<file path="src/rtl/scan_pkg.sv">
// Shared types and chain field layout for the scan-chain master.
// The chain word is {ready, rdata, wdata, addr, ren, wen}, LSB shifted first.
package scan_pkg;

    typedef enum logic [2:0] {
        ST_IDLE,
        ST_SHIFT_IN,
        ST_LOAD_CHIP,
        ST_ID_WAIT,
        ST_SETTLE,
        ST_LOAD_CHAIN,
        ST_SHIFT_OUT,
        ST_RESP
    } scan_state_t;

    function automatic int chain_len(input int addr_w, input int data_w);
        return 2 + addr_w + 2 * data_w + 1;
    endfunction

    function automatic int wen_bit();
        return 0;
    endfunction

    function automatic int ren_bit();
        return 1;
    endfunction

    function automatic int addr_lsb();
        return 2;
    endfunction

    function automatic int wdata_lsb(input int addr_w);
        return 2 + addr_w;
    endfunction

    function automatic int rdata_lsb(input int addr_w, input int data_w);
        return 2 + addr_w + data_w;
    endfunction

    function automatic int ready_bit(input int addr_w, input int data_w);
        return 2 + addr_w + 2 * data_w;
    endfunction

endpackage

</file>
<file path="src/rtl/scan_phase_gen.sv">
// Step timer: one tick per PHASE_CYC cycles plus a 2-bit step index.
// Held at zero while disabled, so every enable rise (or clr) restarts at step 0.
module scan_phase_gen #(
    parameter int PHASE_CYC = 4
) (
    input  logic       clk,
    input  logic       rst_n,
    input  logic       en,
    input  logic       clr,
    output logic       tick,
    output logic [1:0] step
);

    localparam int CNT_W = (PHASE_CYC > 1) ? $clog2(PHASE_CYC) : 1;

    logic [CNT_W-1:0] cnt;

    assign tick = en && (cnt == CNT_W'(PHASE_CYC - 1));

    always_ff @(posedge clk or negedge rst_n) begin
        if (!rst_n) begin
            cnt  <= '0;
            step <= 2'd0;
        end else if (!en || clr) begin
            cnt  <= '0;
            step <= 2'd0;
        end else if (tick) begin
            cnt  <= '0;
            step <= step + 2'd1;
        end else begin
            cnt <= cnt + CNT_W'(1);
        end
    end

endmodule

</file>
<file path="src/rtl/scan_chain_master.sv">
// Turns valid/ready register requests into the two-phase scan protocol:
// shift in, load_chip, scan_id toggle, and for reads capture + shift out.
module scan_chain_master
    import scan_pkg::*;
#(
    parameter int ADDR_W      = 20,
    parameter int DATA_W      = 32,
    parameter int PHASE_CYC   = 4,
    parameter int ID_WAIT_CYC = 5,
    parameter int SETTLE_CYC  = 20
) (
    input  logic              clk,
    input  logic              rst_n,
    input  logic              req_valid,
    output logic              req_ready,
    input  logic              req_write,
    input  logic [ADDR_W-1:0] req_addr,
    input  logic [DATA_W-1:0] req_wdata,
    output logic              rsp_valid,
    input  logic              rsp_ack,
    output logic              rsp_is_read,
    output logic [DATA_W-1:0] rsp_rdata,
    output logic              rsp_chip_ready,
    output logic              rsp_addr_ok,
    output logic              scan_phi,
    output logic              scan_phi_bar,
    output logic              scan_data_in,
    output logic              scan_load_chip,
    output logic              scan_load_chain,
    input  logic              scan_data_out,
    output logic              scan_id
);

    localparam int CHAIN_LEN = chain_len(ADDR_W, DATA_W);
    localparam int WEN_BIT   = wen_bit();
    localparam int REN_BIT   = ren_bit();
    localparam int ADDR_LSB  = addr_lsb();
    localparam int WDATA_LSB = wdata_lsb(ADDR_W);
    localparam int RDATA_LSB = rdata_lsb(ADDR_W, DATA_W);
    localparam int READY_BIT = ready_bit(ADDR_W, DATA_W);
    localparam int ID_N      = (ID_WAIT_CYC < 1) ? 1 : ID_WAIT_CYC;
    localparam int SETTLE_N  = (SETTLE_CYC < 1) ? 1 : SETTLE_CYC;
    localparam int WAIT_MAX  = (ID_N > SETTLE_N) ? ID_N : SETTLE_N;
    localparam int WAIT_W    = (WAIT_MAX > 1) ? $clog2(WAIT_MAX) : 1;
    localparam int BIT_W     = $clog2(CHAIN_LEN);

    scan_state_t          state;
    logic [CHAIN_LEN-1:0] word;
    logic [CHAIN_LEN-1:0] capture;
    logic [CHAIN_LEN-1:0] req_word;
    logic [BIT_W-1:0]     bit_cnt;
    logic [3:0]           lc_step;
    logic [WAIT_W-1:0]    wait_cnt;
    logic                 is_write;
    logic [ADDR_W-1:0]    addr_q;
    logic                 tick;
    logic [1:0]           step;
    logic                 phase_en;
    logic                 phase_clr;
    logic                 unused_capture;

    assign req_ready = (state == ST_IDLE) && !rsp_valid;
    assign phase_en  = (state == ST_SHIFT_IN) || (state == ST_LOAD_CHIP) ||
                       (state == ST_LOAD_CHAIN) || (state == ST_SHIFT_OUT);
    // SHIFT_OUT follows LOAD_CHAIN with the timer still running, so force step 0.
    assign phase_clr = (state == ST_LOAD_CHAIN) && tick && (lc_step == 4'd9);
    assign unused_capture = ^{capture[REN_BIT], capture[WEN_BIT], capture[WDATA_LSB +: DATA_W]};

    always_comb begin
        req_word = '0;
        req_word[WEN_BIT] = req_write;
        req_word[REN_BIT] = !req_write;
        req_word[ADDR_LSB +: ADDR_W] = req_addr;
        if (req_write) req_word[WDATA_LSB +: DATA_W] = req_wdata;
    end

    scan_phase_gen #(.PHASE_CYC(PHASE_CYC)) u_phase (
        .clk   (clk),
        .rst_n (rst_n),
        .en    (phase_en),
        .clr   (phase_clr),
        .tick  (tick),
        .step  (step)
    );

    always_ff @(posedge clk or negedge rst_n) begin
        if (!rst_n) begin
            state           <= ST_IDLE;
            word            <= '0;
            capture         <= '0;
            bit_cnt         <= '0;
            lc_step         <= 4'd0;
            wait_cnt        <= '0;
            is_write        <= 1'b0;
            addr_q          <= '0;
            scan_phi        <= 1'b0;
            scan_phi_bar    <= 1'b0;
            scan_data_in    <= 1'b0;
            scan_load_chip  <= 1'b0;
            scan_load_chain <= 1'b0;
            scan_id         <= 1'b0;
            rsp_valid       <= 1'b0;
            rsp_is_read     <= 1'b0;
            rsp_rdata       <= '0;
            rsp_chip_ready  <= 1'b0;
            rsp_addr_ok     <= 1'b0;
        end else begin
            case (state)
                ST_IDLE: begin
                    if (req_valid && req_ready) begin
                        state        <= ST_SHIFT_IN;
                        is_write     <= req_write;
                        addr_q       <= req_addr;
                        word         <= req_word;
                        bit_cnt      <= '0;
                        scan_phi     <= 1'b1;
                        scan_data_in <= req_word[0];
                        capture      <= {scan_data_out, capture[CHAIN_LEN-1:1]};
                    end
                end
                ST_SHIFT_IN, ST_SHIFT_OUT: begin
                    if (tick) begin
                        case (step)
                            2'd0: scan_phi <= 1'b0;
                            2'd1: scan_phi_bar <= 1'b1;
                            2'd2: scan_phi_bar <= 1'b0;
                            default: begin
                                word <= word >> 1;
                                if (bit_cnt == BIT_W'(CHAIN_LEN - 1)) begin
                                    scan_data_in <= 1'b0;
                                    if (state == ST_SHIFT_IN) begin
                                        state          <= ST_LOAD_CHIP;
                                        scan_load_chip <= 1'b1;
                                    end else begin
                                        state <= ST_RESP;
                                    end
                                end else begin
                                    bit_cnt      <= bit_cnt + BIT_W'(1);
                                    scan_phi     <= 1'b1;
                                    scan_data_in <= word[1];
                                    capture      <= {scan_data_out, capture[CHAIN_LEN-1:1]};
                                end
                            end
                        endcase
                    end
                end
                ST_LOAD_CHIP: begin
                    if (tick) begin
                        if (step == 2'd0) scan_load_chip <= 1'b0;
                        if (step == 2'd3) begin
                            state    <= ST_ID_WAIT;
                            wait_cnt <= '0;
                        end
                    end
                end
                ST_ID_WAIT: begin
                    if (wait_cnt == WAIT_W'(ID_N - 1)) begin
                        scan_id  <= !scan_id;
                        wait_cnt <= '0;
                        state    <= is_write ? ST_RESP : ST_SETTLE;
                    end else begin
                        wait_cnt <= wait_cnt + WAIT_W'(1);
                    end
                end
                ST_SETTLE: begin
                    if (wait_cnt == WAIT_W'(SETTLE_N - 1)) begin
                        state           <= ST_LOAD_CHAIN;
                        scan_load_chain <= 1'b1;
                        lc_step         <= 4'd0;
                    end else begin
                        wait_cnt <= wait_cnt + WAIT_W'(1);
                    end
                end
                ST_LOAD_CHAIN: begin
                    // Ten steps: capture window (strobe + phi + phi_bar) then five quiet steps.
                    if (tick) begin
                        lc_step <= lc_step + 4'd1;
                        case (lc_step)
                            4'd0: scan_phi <= 1'b1;
                            4'd1: scan_phi <= 1'b0;
                            4'd2: scan_phi_bar <= 1'b1;
                            4'd3: scan_phi_bar <= 1'b0;
                            4'd4: scan_load_chain <= 1'b0;
                            4'd9: begin
                                state        <= ST_SHIFT_OUT;
                                bit_cnt      <= '0;
                                scan_phi     <= 1'b1;
                                scan_data_in <= 1'b0;
                                capture      <= {scan_data_out, capture[CHAIN_LEN-1:1]};
                            end
                            default: ;
                        endcase
                    end
                end
                ST_RESP: begin
                    if (!rsp_valid) begin
                        rsp_valid      <= 1'b1;
                        rsp_is_read    <= !is_write;
                        rsp_rdata      <= is_write ? '0 : capture[RDATA_LSB +: DATA_W];
                        rsp_chip_ready <= !is_write && capture[READY_BIT];
                        rsp_addr_ok    <= is_write || (capture[ADDR_LSB +: ADDR_W] == addr_q);
                    end else if (rsp_ack) begin
                        rsp_valid <= 1'b0;
                        state     <= ST_IDLE;
                    end
                end
                default: state <= ST_IDLE;
            endcase
        end
    end

endmodule

</file>
<file path="config.mk">
export PLATFORM = sky130hd
export DESIGN_NAME = scan_chain_master
export DESIGN_NICKNAME = d
export VERILOG_FILES = /design/src/rtl/scan_pkg.sv /design/src/rtl/scan_phase_gen.sv /design/src/rtl/scan_chain_master.sv
export SDC_FILE = /design/constraint.sdc
export NUM_CORES = 1
export LEC_CHECK = 0
export ABC_AREA = 1
export ABC_CLOCK_PERIOD_IN_PS = 2790
export CAP_MARGIN = 5
export CORE_MARGIN = 2
export CORE_UTILIZATION = 45
export DETAILED_ROUTE_END_ITERATION = 12
export HOLD_SLACK_MARGIN = 0.12
export PLACE_DENSITY = 0.77
export SLEW_MARGIN = 10
export SYNTH_ARGS = -nofsm -noshare
export SYNTH_HDL_FRONTEND = slang
export SYNTH_SLANG_ARGS = --single-unit
</file>
<file path="constraint.sdc">
create_clock -name clk -period 2.79 [get_ports clk]
set_clock_uncertainty 0.2 [all_clocks]
set_input_delay 0.837 -clock clk [delete_from_list [all_inputs] [get_ports clk]]
set_output_delay 0.837 -clock clk [all_outputs]
set_load 0.02 [all_outputs]
</file>
==> results.sh, run 1 <==
export IMPL_synth_area_leader_cell="dfrtp_1"
export IMPL_grt_antenna_before_repair=0
export IMPL_portBuffers=100
export IMPL_dpl_hpwl_um=13900
export IMPL_p_sw_mw=1.39
export IMPL_dieArea_um2=24600
export IMPL_fillCellCount=2008
export IMPL_status="complete, no violations"
export IMPL_first_pass_iters=5
export IMPL_diodes=0
export IMPL_via_count=8146
export IMPL_synthFlopType="dfrtp_1"
export IMPL_period_needed_ns=2.67
export IMPL_crit_family="flip-flops"
export IMPL_fmax_mhz=375
export IMPL_wl_per_cell_um=12.4
export IMPL_ff2ff_setup_slack_ns=0.50
export IMPL_p_leak_nw=6.17
export IMPL_p_clk_share_pct=48.5
export IMPL_io_pins=101
export IMPL_slew_headroom_pct=58.5
export IMPL_drt_iter0_drc=507
export IMPL_rsz0062_at_grt="false"
export IMPL_dp_cells=1637
export IMPL_synth_cell_types=34
export IMPL_drcViolationCount=0
export IMPL_grt_ovfl_total=0
export IMPL_p_int_mw=5.34
export IMPL_track_usage_pct=17.8
export IMPL_core_area_um2=22800
export IMPL_hp_class="register to register"
export IMPL_insertion_delay_ns=0.51
export IMPL_required_ns=1.75
export IMPL_cp_max_fo=5
export IMPL_drv_cap=0
export IMPL_clk_pin_slew_ns=0.06
export IMPL_setup_violations=0
export IMPL_async_flop_share_pct=100
export IMPL_ir_worst_vdd_mv=0.311
export IMPL_avgViaCountPerCell=4.84
export IMPL_path_buf_inv=2
export IMPL_yosysSeqAreaShare_pct=53.3
export IMPL_pwr_share_seq_pct=48.3
export IMPL_path_cells="inv_2 > ha_2 > nand2_1 > nor2_1 > buf_2"
export IMPL_die_w_um=157
export IMPL_cts_sinks=224
export IMPL_clockRootBuffer="clkbuf_16"
export IMPL_powerDensity_nw_per_um2=531
export IMPL_synth_top_area_share_pct=53.3
export IMPL_setup_tns_ns=0
export IMPL_arrival_ns=1.63
export IMPL_cts_tree="yes"
export IMPL_place_congestion=0.860
export IMPL_pwr_share_comb_pct=3.2
export IMPL_synth_edf_count=0
export IMPL_nNetsFinal=1427
export IMPL_h_tree_depth=1
export IMPL_wl_um=20800
export IMPL_rows=55
export IMPL_worstMarginPinSlew_ns=0.622
export IMPL_worstSetupEndpointType="primary output"
export IMPL_hold_viol_final=0
export IMPL_drive_gt1_share_pct=9.20
export IMPL_fp_dieH_um=157
export IMPL_syn_avg_cell_area_um2=8.38
export IMPL_grt_max_degree=83
export IMPL_netlist_top_cells_area="dfrtp_1, nand2_1, o21ai_0, inv_1, nand3_1"
export IMPL_final_cells=1682
export IMPL_multi_input_area_um2=3890
export IMPL_start_kind="register"
export IMPL_ant_nets=0
export IMPL_preCtsSetupSlack_ns=0.0893
export IMPL_synth_cells=1255
export IMPL_syn_nets=1330
export IMPL_fin_crit_sh_pct=95.7
export IMPL_seqCellArea_um2=5610
export IMPL_ys_ff_latch=224
export IMPL_critPathMaxStageDelay_ns=0.44
export IMPL_initial_core_util_pct=46.2
export IMPL_netlist_area_um2=10500
export IMPL_numCtsBuffers=25
export IMPL_clk_path_buf_depth=3
export IMPL_switching_share_pct=20.7
export IMPL_setup_ws_ns=0.120
export IMPL_grt_pass1_vias=7872
export IMPL_grt_pass1_wl_um=36600
export IMPL_worst_setup_path_type="register to primary output"
export IMPL_layout_area_overhead_vs_synth_pct=20.5
export IMPL_drv_slew=0
export IMPL_yosys_warnings=0
export IMPL_slowest_stage="dfrtp_2"
[path summary, 6_finish.rpt]
kind	startpoint	endpoint	depth (start not counted)
setup / recovery	state[0]	req_ready	5
hold / removal	u_phase.cnt[0]	u_phase.cnt[0]	1
setup reg to reg	state[0]	capture[29]	11
hold reg to reg	u_phase.cnt[0]	u_phase.cnt[0]	1
min in group asynchronous	rst_n	capture[67]	2
max in group asynchronous	rst_n	word[32]	3
[placed cells by master, fill, tap and decap left out, types with 9 or more instances in the layout]
master | netlist | final
nand3_1 | 76 | 76
nor2_1 | 39 | 39
nand2_1 | 396 | 396
inv_1 | 163 | 162
ha_1 | 17 | 16
buf_12 | 0 | 9
o21ai_2 | 31 | 31
dfrtp_1 | 224 | 223
o21ai_1 | 52 | 52
clkbuf_16 | 0 | 25
o21ai_0 | 136 | 136
clkdlybuf4s50_1 | 0 | 98
buf_4 | 9 | 18
[per-layer routing]
layer / GRT usage, % / share of wire, %
met1: 25.0 / 48
met2: 28.5 / 45
met3: 2.95 / 4.5
met5: 0 / 0
met4: 5.24 / 2.0
[Yosys cell counts (all sizes together), types with 6 or more instances]
library cell and number:
o21ai 219, dfrtp 224, a22o 8, a21oi 8
nand3 77, inv 170, xor2 6, nand2 402
nor2 43, clkbuf 17, ha 17, buf 41
[metrics by stage]
stage	cell area (µm²)	utilization (%)	total power, mW	hold slack, ns
floorplan	10500	-	3.35	0.218
global placement	11800	52.0	3.52	0.226
detailed placement	11800	52.0	3.52	0.233
CTS	12700	55.7	6.81	0.243
global route	12700	55.7	6.97	0.275
finish	12700	55.7	6.73	0.239
[repair_timing]
item / 4_1_cts / 5_1_grt
hold buffers: 1 / 0
setup endpoints to repair: 1 / 1
gates resized for setup: 5 / 2
gates cloned: 0 / 0
hold endpoints to repair: 5 / 0
setup buffers: 0 / 0
[worst register-to-register path, cell delays in order (launching register included)]
cell	delay (ns)
dfrtp_2	0.41
inv_2	0.07
ha_2	0.34
nand2_1	0.06
inv_1	0.11
nor2_1	0.08
inv_1	0.09
nand3_1	0.11
inv_2	0.09
buf_4	0.40
nand3_1	0.16
nand2_1	0.10
[flip-flops by register name, indices dropped and copies added, names as in the netlist, 2 cells and up]
register and flops:
capture 85, word 53, rsp_rdata 32, addr_q 20
bit_cnt 7, wait_cnt 5, lc_step 4, state 3
u_phase.cnt 2, u_phase.step 2
[cells by family after synthesis]
logic type	Yosys count	synth area share, %
fa+ha+maj	17	2.02
compound gates	241	13.1
flops	224	53.3
xor+xnor	11	0.916
simple gates	534	20.8
buf+inv	228	9.85
[layout make-up]
class / instances / share of cell area (%)
Inverter: 170 / 5.03
Tap cell: 313 / 3.09
Clock inverter: 9 / 0.799
Multi-Input combinational cell: 803 / 30.7
Timing Repair Buffer: 128 / 10.5
Clock buffer: 35 / 5.70
Sequential cell: 224 / 44.2
[power groups by stage]
stage | sequential (mW) | combinational (mW) | clock, mW
after floorplan | 3.31 | 0.0377 | 0
after global placement | 3.31 | 0.216 | 0
after detailed placement | 3.31 | 0.216 | 0
after CTS | 3.25 | 0.219 | 3.34
after global routing | 3.25 | 0.241 | 3.48
final | 3.25 | 0.213 | 3.26
(Power assumes the default switching activity.)
==> inputs of run 2 (changes only) <==
--- a/config.mk
+++ b/config.mk
@@ -11,9 +11,12 @@
 export CORE_MARGIN = 2
 export CORE_UTILIZATION = 45
 export DETAILED_ROUTE_END_ITERATION = 12
+export GPL_TIMING_DRIVEN = 0
 export HOLD_SLACK_MARGIN = 0.12
 export PLACE_DENSITY = 0.77
+export REMOVE_ABC_BUFFERS = 1
 export SLEW_MARGIN = 10
 export SYNTH_ARGS = -nofsm -noshare
 export SYNTH_HDL_FRONTEND = slang
+export SYNTH_HIERARCHICAL = 1
 export SYNTH_SLANG_ARGS = --single-unit
==> run 2 against run 1 <==
Effect of this change: sequential share of layout area increased by 0.67 points; sequential power about the same; synthesized cell count decreased by 6.3%; die area decreased by 2.7%; clock power increased by 13%; non-clock buffer count decreased by 13; first-iteration DRC count increased by 6.9%; worst setup slack got worse by 0.057 ns; area after synthesis decreased by 2.8%; cell area decreased by 1.5%; largest power group unchanged.
==> results.sh, run 2 <==
export IMPL_netlist_area_um2=10200
export IMPL_met2_usage_pct=30.7
export IMPL_async_flop_share_pct=100
export IMPL_numCtsBuffers=25
export IMPL_via_count=8047
export IMPL_diodes=0
export IMPL_ys_ff_latch=224
export IMPL_worstMarginPinSlew_ns=0.834
export IMPL_clockRootBuffer="clkbuf_16"
export IMPL_mostFrequentLayoutCell="nand2_1"
export IMPL_netlist_top_cells_area="dfrtp_1, nand2_1, nand3_1, nor2_1, inv_1"
export IMPL_multi_input_area_um2=3950
export IMPL_wl_um=21800
export IMPL_regMostFlops="capture"
export IMPL_synth_cells=1176
export IMPL_ir_worst_vdd_mv=0.394
export IMPL_ant_nets=0
export IMPL_drive_gt1_share_pct=7.22
export IMPL_rows=55
export IMPL_fillCellCount=2006
export IMPL_first_pass_iters=5
export IMPL_nNetsFinal=1327
export IMPL_crit_family="flip-flops"
export IMPL_yosysMostFrequentCell="nand2_1"
export IMPL_syn_avg_cell_area_um2=8.69
export IMPL_h_tree_depth=1
export IMPL_die_w_um=155
export IMPL_drv_cap=0
export IMPL_synth_common_cells="nand2_1, dfrtp_1, nand3_1"
export IMPL_rsz0062_at_grt="false"
export IMPL_critPathMaxStageDelay_ns=0.43
export IMPL_core_area_um2=22500
export IMPL_start_kind="register"
export IMPL_setup_violations=0
export IMPL_slowest_stage="dfrtp_1"
export IMPL_p_leak_nw=6.24
export IMPL_grt_busiest_layer="met2"
export IMPL_setup_tns_ns=0
export IMPL_grt_max_degree=102
export IMPL_initial_core_util_pct=45.4
export IMPL_portBuffers=100
export IMPL_wl_per_cell_um=14.0
export IMPL_grt_ovfl_total=0
export IMPL_slew_headroom_pct=44.2
export IMPL_dieArea_um2=23900
export IMPL_period_needed_ns=2.73
export IMPL_avgViaCountPerCell=5.16
export IMPL_yosysSeqAreaShare_pct=54.8
export IMPL_worst_setup_path_type="register to primary output"
export IMPL_grt_antenna_before_repair=0
export IMPL_synth_area_leader_cell="dfrtp_1"
export IMPL_place_congestion=0.837
export IMPL_grt_use_met1_pct=24.8
export IMPL_largest_registers="capture (85), word (53), rsp_rdata (32)"
export IMPL_cts_tree="yes"
export IMPL_synth_top_area_share_pct=54.8
export IMPL_path_buf_inv=3
export IMPL_grt_util_met3_pct=2.21
export IMPL_layout_common_cells="nand2_1, dfrtp_1, nand3_1, nor2_1, clkdlybuf4s50_1"
export IMPL_synth_edf_count=0
export IMPL_synthFlopType="dfrtp_1"
export IMPL_powerDensity_nw_per_um2=571
export IMPL_track_usage_pct=18.1
export IMPL_cts_sinks=224
export IMPL_clk_pin_slew_ns=0.06
export IMPL_cp_max_fo=5
export IMPL_drcViolationCount=0
export IMPL_final_util_pct=55.5
export IMPL_status="complete, no violations"
export IMPL_dpl_hpwl_um=13000
export IMPL_layout_area_overhead_vs_synth_pct=22.1
export IMPL_fmax_mhz=367
export IMPL_grt_pass1_wl_um=36600
export IMPL_fp_dieH_um=155
export IMPL_path_cells="inv_2 > nand2_1 > nor2_4 > inv_1 > nor2_2 > buf_4"
export IMPL_seqCellArea_um2=5610
export IMPL_yosys_warnings=6
export IMPL_clk_path_buf_depth=3
export IMPL_drt_iter0_drc=542
export IMPL_hold_viol_final=0
export IMPL_synth_cell_types=33
export IMPL_fin_crit_sh_pct=97.7
export IMPL_insertion_delay_ns=0.51
export IMPL_arrival_ns=1.69
export IMPL_worstSetupEndpointType="primary output"
export IMPL_hp_class="register to register"
export IMPL_largest_register_ffs=85
export IMPL_required_ns=1.75
export IMPL_grt_pass1_vias=7641
export IMPL_io_pins=101
export IMPL_drv_slew=0
[run 2: cell types whose count changed in the layout (fill, tap and decap cells not counted), moves of 25 or more]
cell	delta
nand3_1	+43
nand2_1	-63
o21ai_1	-51
o21ai_0	-91
a21oi_1	+52
a22o_1	+25
inv_1	-81
o21ai_2	-31
a22oi_1	+31
nor2_1	+69
[run 2: kinds of logic after synthesis]
group	share of synthesized area [%]
AND/OR/NAND/NOR	23.6
flip-flops	54.8
AO/OA/AOI/OAI	12.1
buffers and inverters	7.17
adder cells (fa/ha/maj)	1.47
XOR/XNOR	0.857
[run 2: through the flow]
stage / instance area [µm²] / total power, mW / setup slack (ns) / instances / hold slack, ns
6_report: 12500 / 7.13 / 0.0629 / 1560 / 0.272
5_1_grt: 12500 / 7.35 / 0.0169 / 1560 / 0.277
4_1_cts: 12400 / 7.21 / 0.0265 / 1557 / 0.276
3_5_place_dp: 11400 / 3.51 / -0.670 / 1506 / 0.260
3_3_place_gp: 11200 / 3.51 / -8.77 / 1497 / 0.231
2_1_floorplan: 9820 / 3.35 / -1.42 / 1112 / 0.223
[run 2: final cells by class]
cell class / instances / share of cell area, %
multi-input cells: 803 / 31.7
inverters: 88 / 2.66
repair buffers: 115 / 10.5
flip-flops and latches: 224 / 44.9
clock buffers: 27 / 5.15
well taps: 285 / 2.86
clock inverters: 18 / 2.31
[run 2: what timing repair did]
item	4_1_cts	5_1_grt
hold endpoints to repair	47	0
pin swaps	3	1
gates cloned	3	1
buffers inserted	2	2
hold buffers	1	0
setup endpoints to repair	152	129
resized for setup	7	7
[run 2: where the power goes]
part | switching (mW) | internal, mW | leakage (nW) | total (mW)
clock network | 1.36 | 2.33 | 0.446 | 3.68
registers | 0 | 3.25 | 3.11 | 3.25
logic | 0.101 | 0.101 | 2.68 | 0.203
total | 1.46 | 5.68 | 6.24 | 7.13
[run 2: worst register-to-register path, stage by stage (launching register included)]
cell,delay (ns)
dfrtp_2,0.47
inv_1,0.14
nand3_1,0.16
nand2_4,0.16
buf_16,0.22
nand2_1,0.13
nand2_2,0.13
nor2_4,0.23
buf_4,0.26
buf_12,0.24
nand3_1,0.12
nand2_1,0.09
[run 2: final timing paths]
path	start	to	slack (ns)	cells past startpoint
min	capture[41]	capture[41]	0.27	2
max reg2reg	state[2]	capture[83]	0.19	11
max	state[1]	req_ready	0.06	6
min in group asynchronous	rst_n	rsp_rdata[2]	0.62	2
min reg2reg	capture[41]	capture[41]	0.27	2
max in group asynchronous	rst_n	word[9]	0.95	3
[run 2: layer usage]
metal,vias up,share of wire [%]
met5,-,0
met4,0,2.5
met3,39,3.2
met2,148,48
met1,3858,46
li1,4002,-
==> inputs of run 3 (changes only) <==
--- a/config.mk
+++ b/config.mk
@@ -11,9 +11,9 @@
 export CORE_MARGIN = 2
 export CORE_UTILIZATION = 45
 export DETAILED_ROUTE_END_ITERATION = 12
+export DONT_BUFFER_PORTS = 1
 export GPL_TIMING_DRIVEN = 0
 export HOLD_SLACK_MARGIN = 0.12
-export PLACE_DENSITY = 0.77
 export REMOVE_ABC_BUFFERS = 1
 export SLEW_MARGIN = 10
 export SYNTH_ARGS = -nofsm -noshare
==> run 3 against run 2 <==
Effect of this change: cell area down 8.9%; power down 3.9%; worst setup slack better by 0.063 ns; flip-flop and latch count unchanged; maximum frequency up 2.4%; the run now ends with negative hold slack left; die area unchanged; count of clock-buffer cells in the layout up 6; cell count down 6.5%; sequential power about the same; first-iteration DRC count down 0.18%; utilization down 4.9 points.
==> results.sh, run 3 (same netlist as run 2, synthesis figures left out) <==
export IMPL_status="finished, violations left"
export IMPL_violations="negative hold slack"
export IMPL_postLayoutCellArea_um2=11400
export IMPL_ir_worst_vdd_mv=0.401
export IMPL_worstReg2RegStart="state[1]"
export IMPL_layout_common_cells="nand2_1, dfrtp_1, nand3_1, nor2_1, inv_1"
export IMPL_setup_ws_ns=0.126
export IMPL_required_ns=1.75
export IMPL_numCtsBuffers=26
export IMPL_wl_um=21000
export IMPL_setup_violations=0
export IMPL_die_w_um=155
export IMPL_io_pins=101
export IMPL_wl_per_cell_um=14.4
export IMPL_regMostFlops="capture"
export IMPL_diodes=0
export IMPL_core_area_um2=22500
export IMPL_worstMarginPinSlew_ns=0.769
export IMPL_drv_slew=0
export IMPL_powerDensity_nw_per_um2=602
export IMPL_rows=55
export IMPL_cp_max_fo=5
export IMPL_drt_iter0_drc=541
export IMPL_clockRootBuffer="clkbuf_16"
export IMPL_grt_pass1_wl_um=36700
export IMPL_start_kind="register"
export IMPL_insertion_delay_ns=0.53
export IMPL_rsz0062_at_grt="false"
export IMPL_preCtsSetupSlack_ns=-0.273
export IMPL_drcViolationCount=0
export IMPL_drv_cap=0
export IMPL_h_tree_depth=1
export IMPL_mostFrequentLayoutCell="nand2_1"
export IMPL_ant_nets=0
export IMPL_cts_sinks=224
export IMPL_layout_area_overhead_vs_synth_pct=11.3
export IMPL_grt_ovfl_total=0
export IMPL_final_cells=1458
export IMPL_worstSetupEndpointType="primary output"
export IMPL_fp_dieH_um=155
export IMPL_grt_pass1_vias=7377
export IMPL_hp_class="input port to asynchronous set/reset pin"
export IMPL_initial_core_util_pct=45.4
export IMPL_fmax_mhz=375
export IMPL_p_leak_nw=5.84
export IMPL_dp_cells=1404
export IMPL_arrival_ns=1.63
export IMPL_via_count=7492
export IMPL_cts_tree="yes"
export IMPL_slew_headroom_pct=48.6
export IMPL_period_needed_ns=2.66
export IMPL_avgViaCountPerCell=5.14
export IMPL_fin_crit_sh_pct=95.5
export IMPL_clk_path_buf_depth=3
export IMPL_worst_setup_path_type="register to primary output"
export IMPL_grt_antenna_before_repair=0
export IMPL_first_pass_iters=5
export IMPL_placed_cell_area_um2=10400
export IMPL_drive_gt1_share_pct=7.50
export IMPL_grt_max_degree=225
export IMPL_nNetsFinal=1224
export IMPL_dieArea_um2=23900
export IMPL_critPathLaunch="state[1]"
export IMPL_setup_tns_ns=0
export IMPL_portBuffers=0
export IMPL_place_congestion=0.805
export IMPL_clk_pin_slew_ns=0.06
export IMPL_hold_viol_final=224
export IMPL_largest_registers="capture (85), word (53), rsp_rdata (32)"
export IMPL_ff2ff_setup_slack_ns=0.20
export IMPL_timing_hold_ws_ns=-0.176
export IMPL_largest_register_ffs=85
export IMPL_track_usage_pct=18.1
export IMPL_dpl_hpwl_um=12500
-- run 3: worst paths after layout --
check,to,cells after the start
setup / recovery,req_ready,5
hold / removal,lc_step[3],0
setup reg to reg,bit_cnt[5],12
hold reg to reg,u_phase/cnt[0],1
max in group asynchronous,bit_cnt[2],0
min in group clk,u_phase/cnt[0],1
-- run 3: timing repair --
item                                    in CTS  in global routing
cloned                                       2                  1
gates resized for setup                      3                  6
endpoints found under the hold margin      224                224
pin swaps                                    3                  2
setup buffers                                3                  1
endpoints found under the setup margin     140                138
-- run 3: power breakdown --
part           internal (mW)  switching (mW)  total [mW]
Clock                   2.21            1.35        3.55
Sequential              3.25               0        3.25
Combinational         0.0236          0.0265      0.0501
-- run 3: worst max-delay path: stages, from the launching register on --
cell and delay (ns):
dfrtp_1 0.44, inv_2 0.13, nand2_1 0.09, nor2_2 0.15, inv_1 0.10, nor2_4 0.19
-- run 3: cell type report --
| class | count | area (µm²) |
|---|---|---|
| clock buffer | 33 | 727 |
| multi-input combinational | 802 | 3940 |
| timing repair buffer | 12 | 238 |
| fill | 2094 | 11100 |
| inverter | 88 | 333 |
| sequential | 224 | 5610 |
| tap | 285 | 357 |
| clock inverter | 14 | 181 |
-- run 3: layer usage --
metal | vias to the layer above | track usage, % | wire length [µm]
li1 | 3780 | - | -
met1 | 3553 | 25.4 | 10000
met2 | 132 | 29.0 | 9500
met3 | 27 | 4.26 | 1210
met4 | 0 | 3.92 | 294
met5 | - | 0 | 0
-- run 3: per-stage QoR --
step | power [mW] | utilization, % | hold slack, ns
after floorplan | 3.35 | - | 0.223
after global placement | 3.36 | 45.2 | 0.235
after detailed placement | 3.36 | 46.1 | 0.239
after CTS | 6.95 | 50.3 | -0.209
after global routing | 7.10 | 50.6 | -0.206
final | 6.85 | 50.6 | -0.176
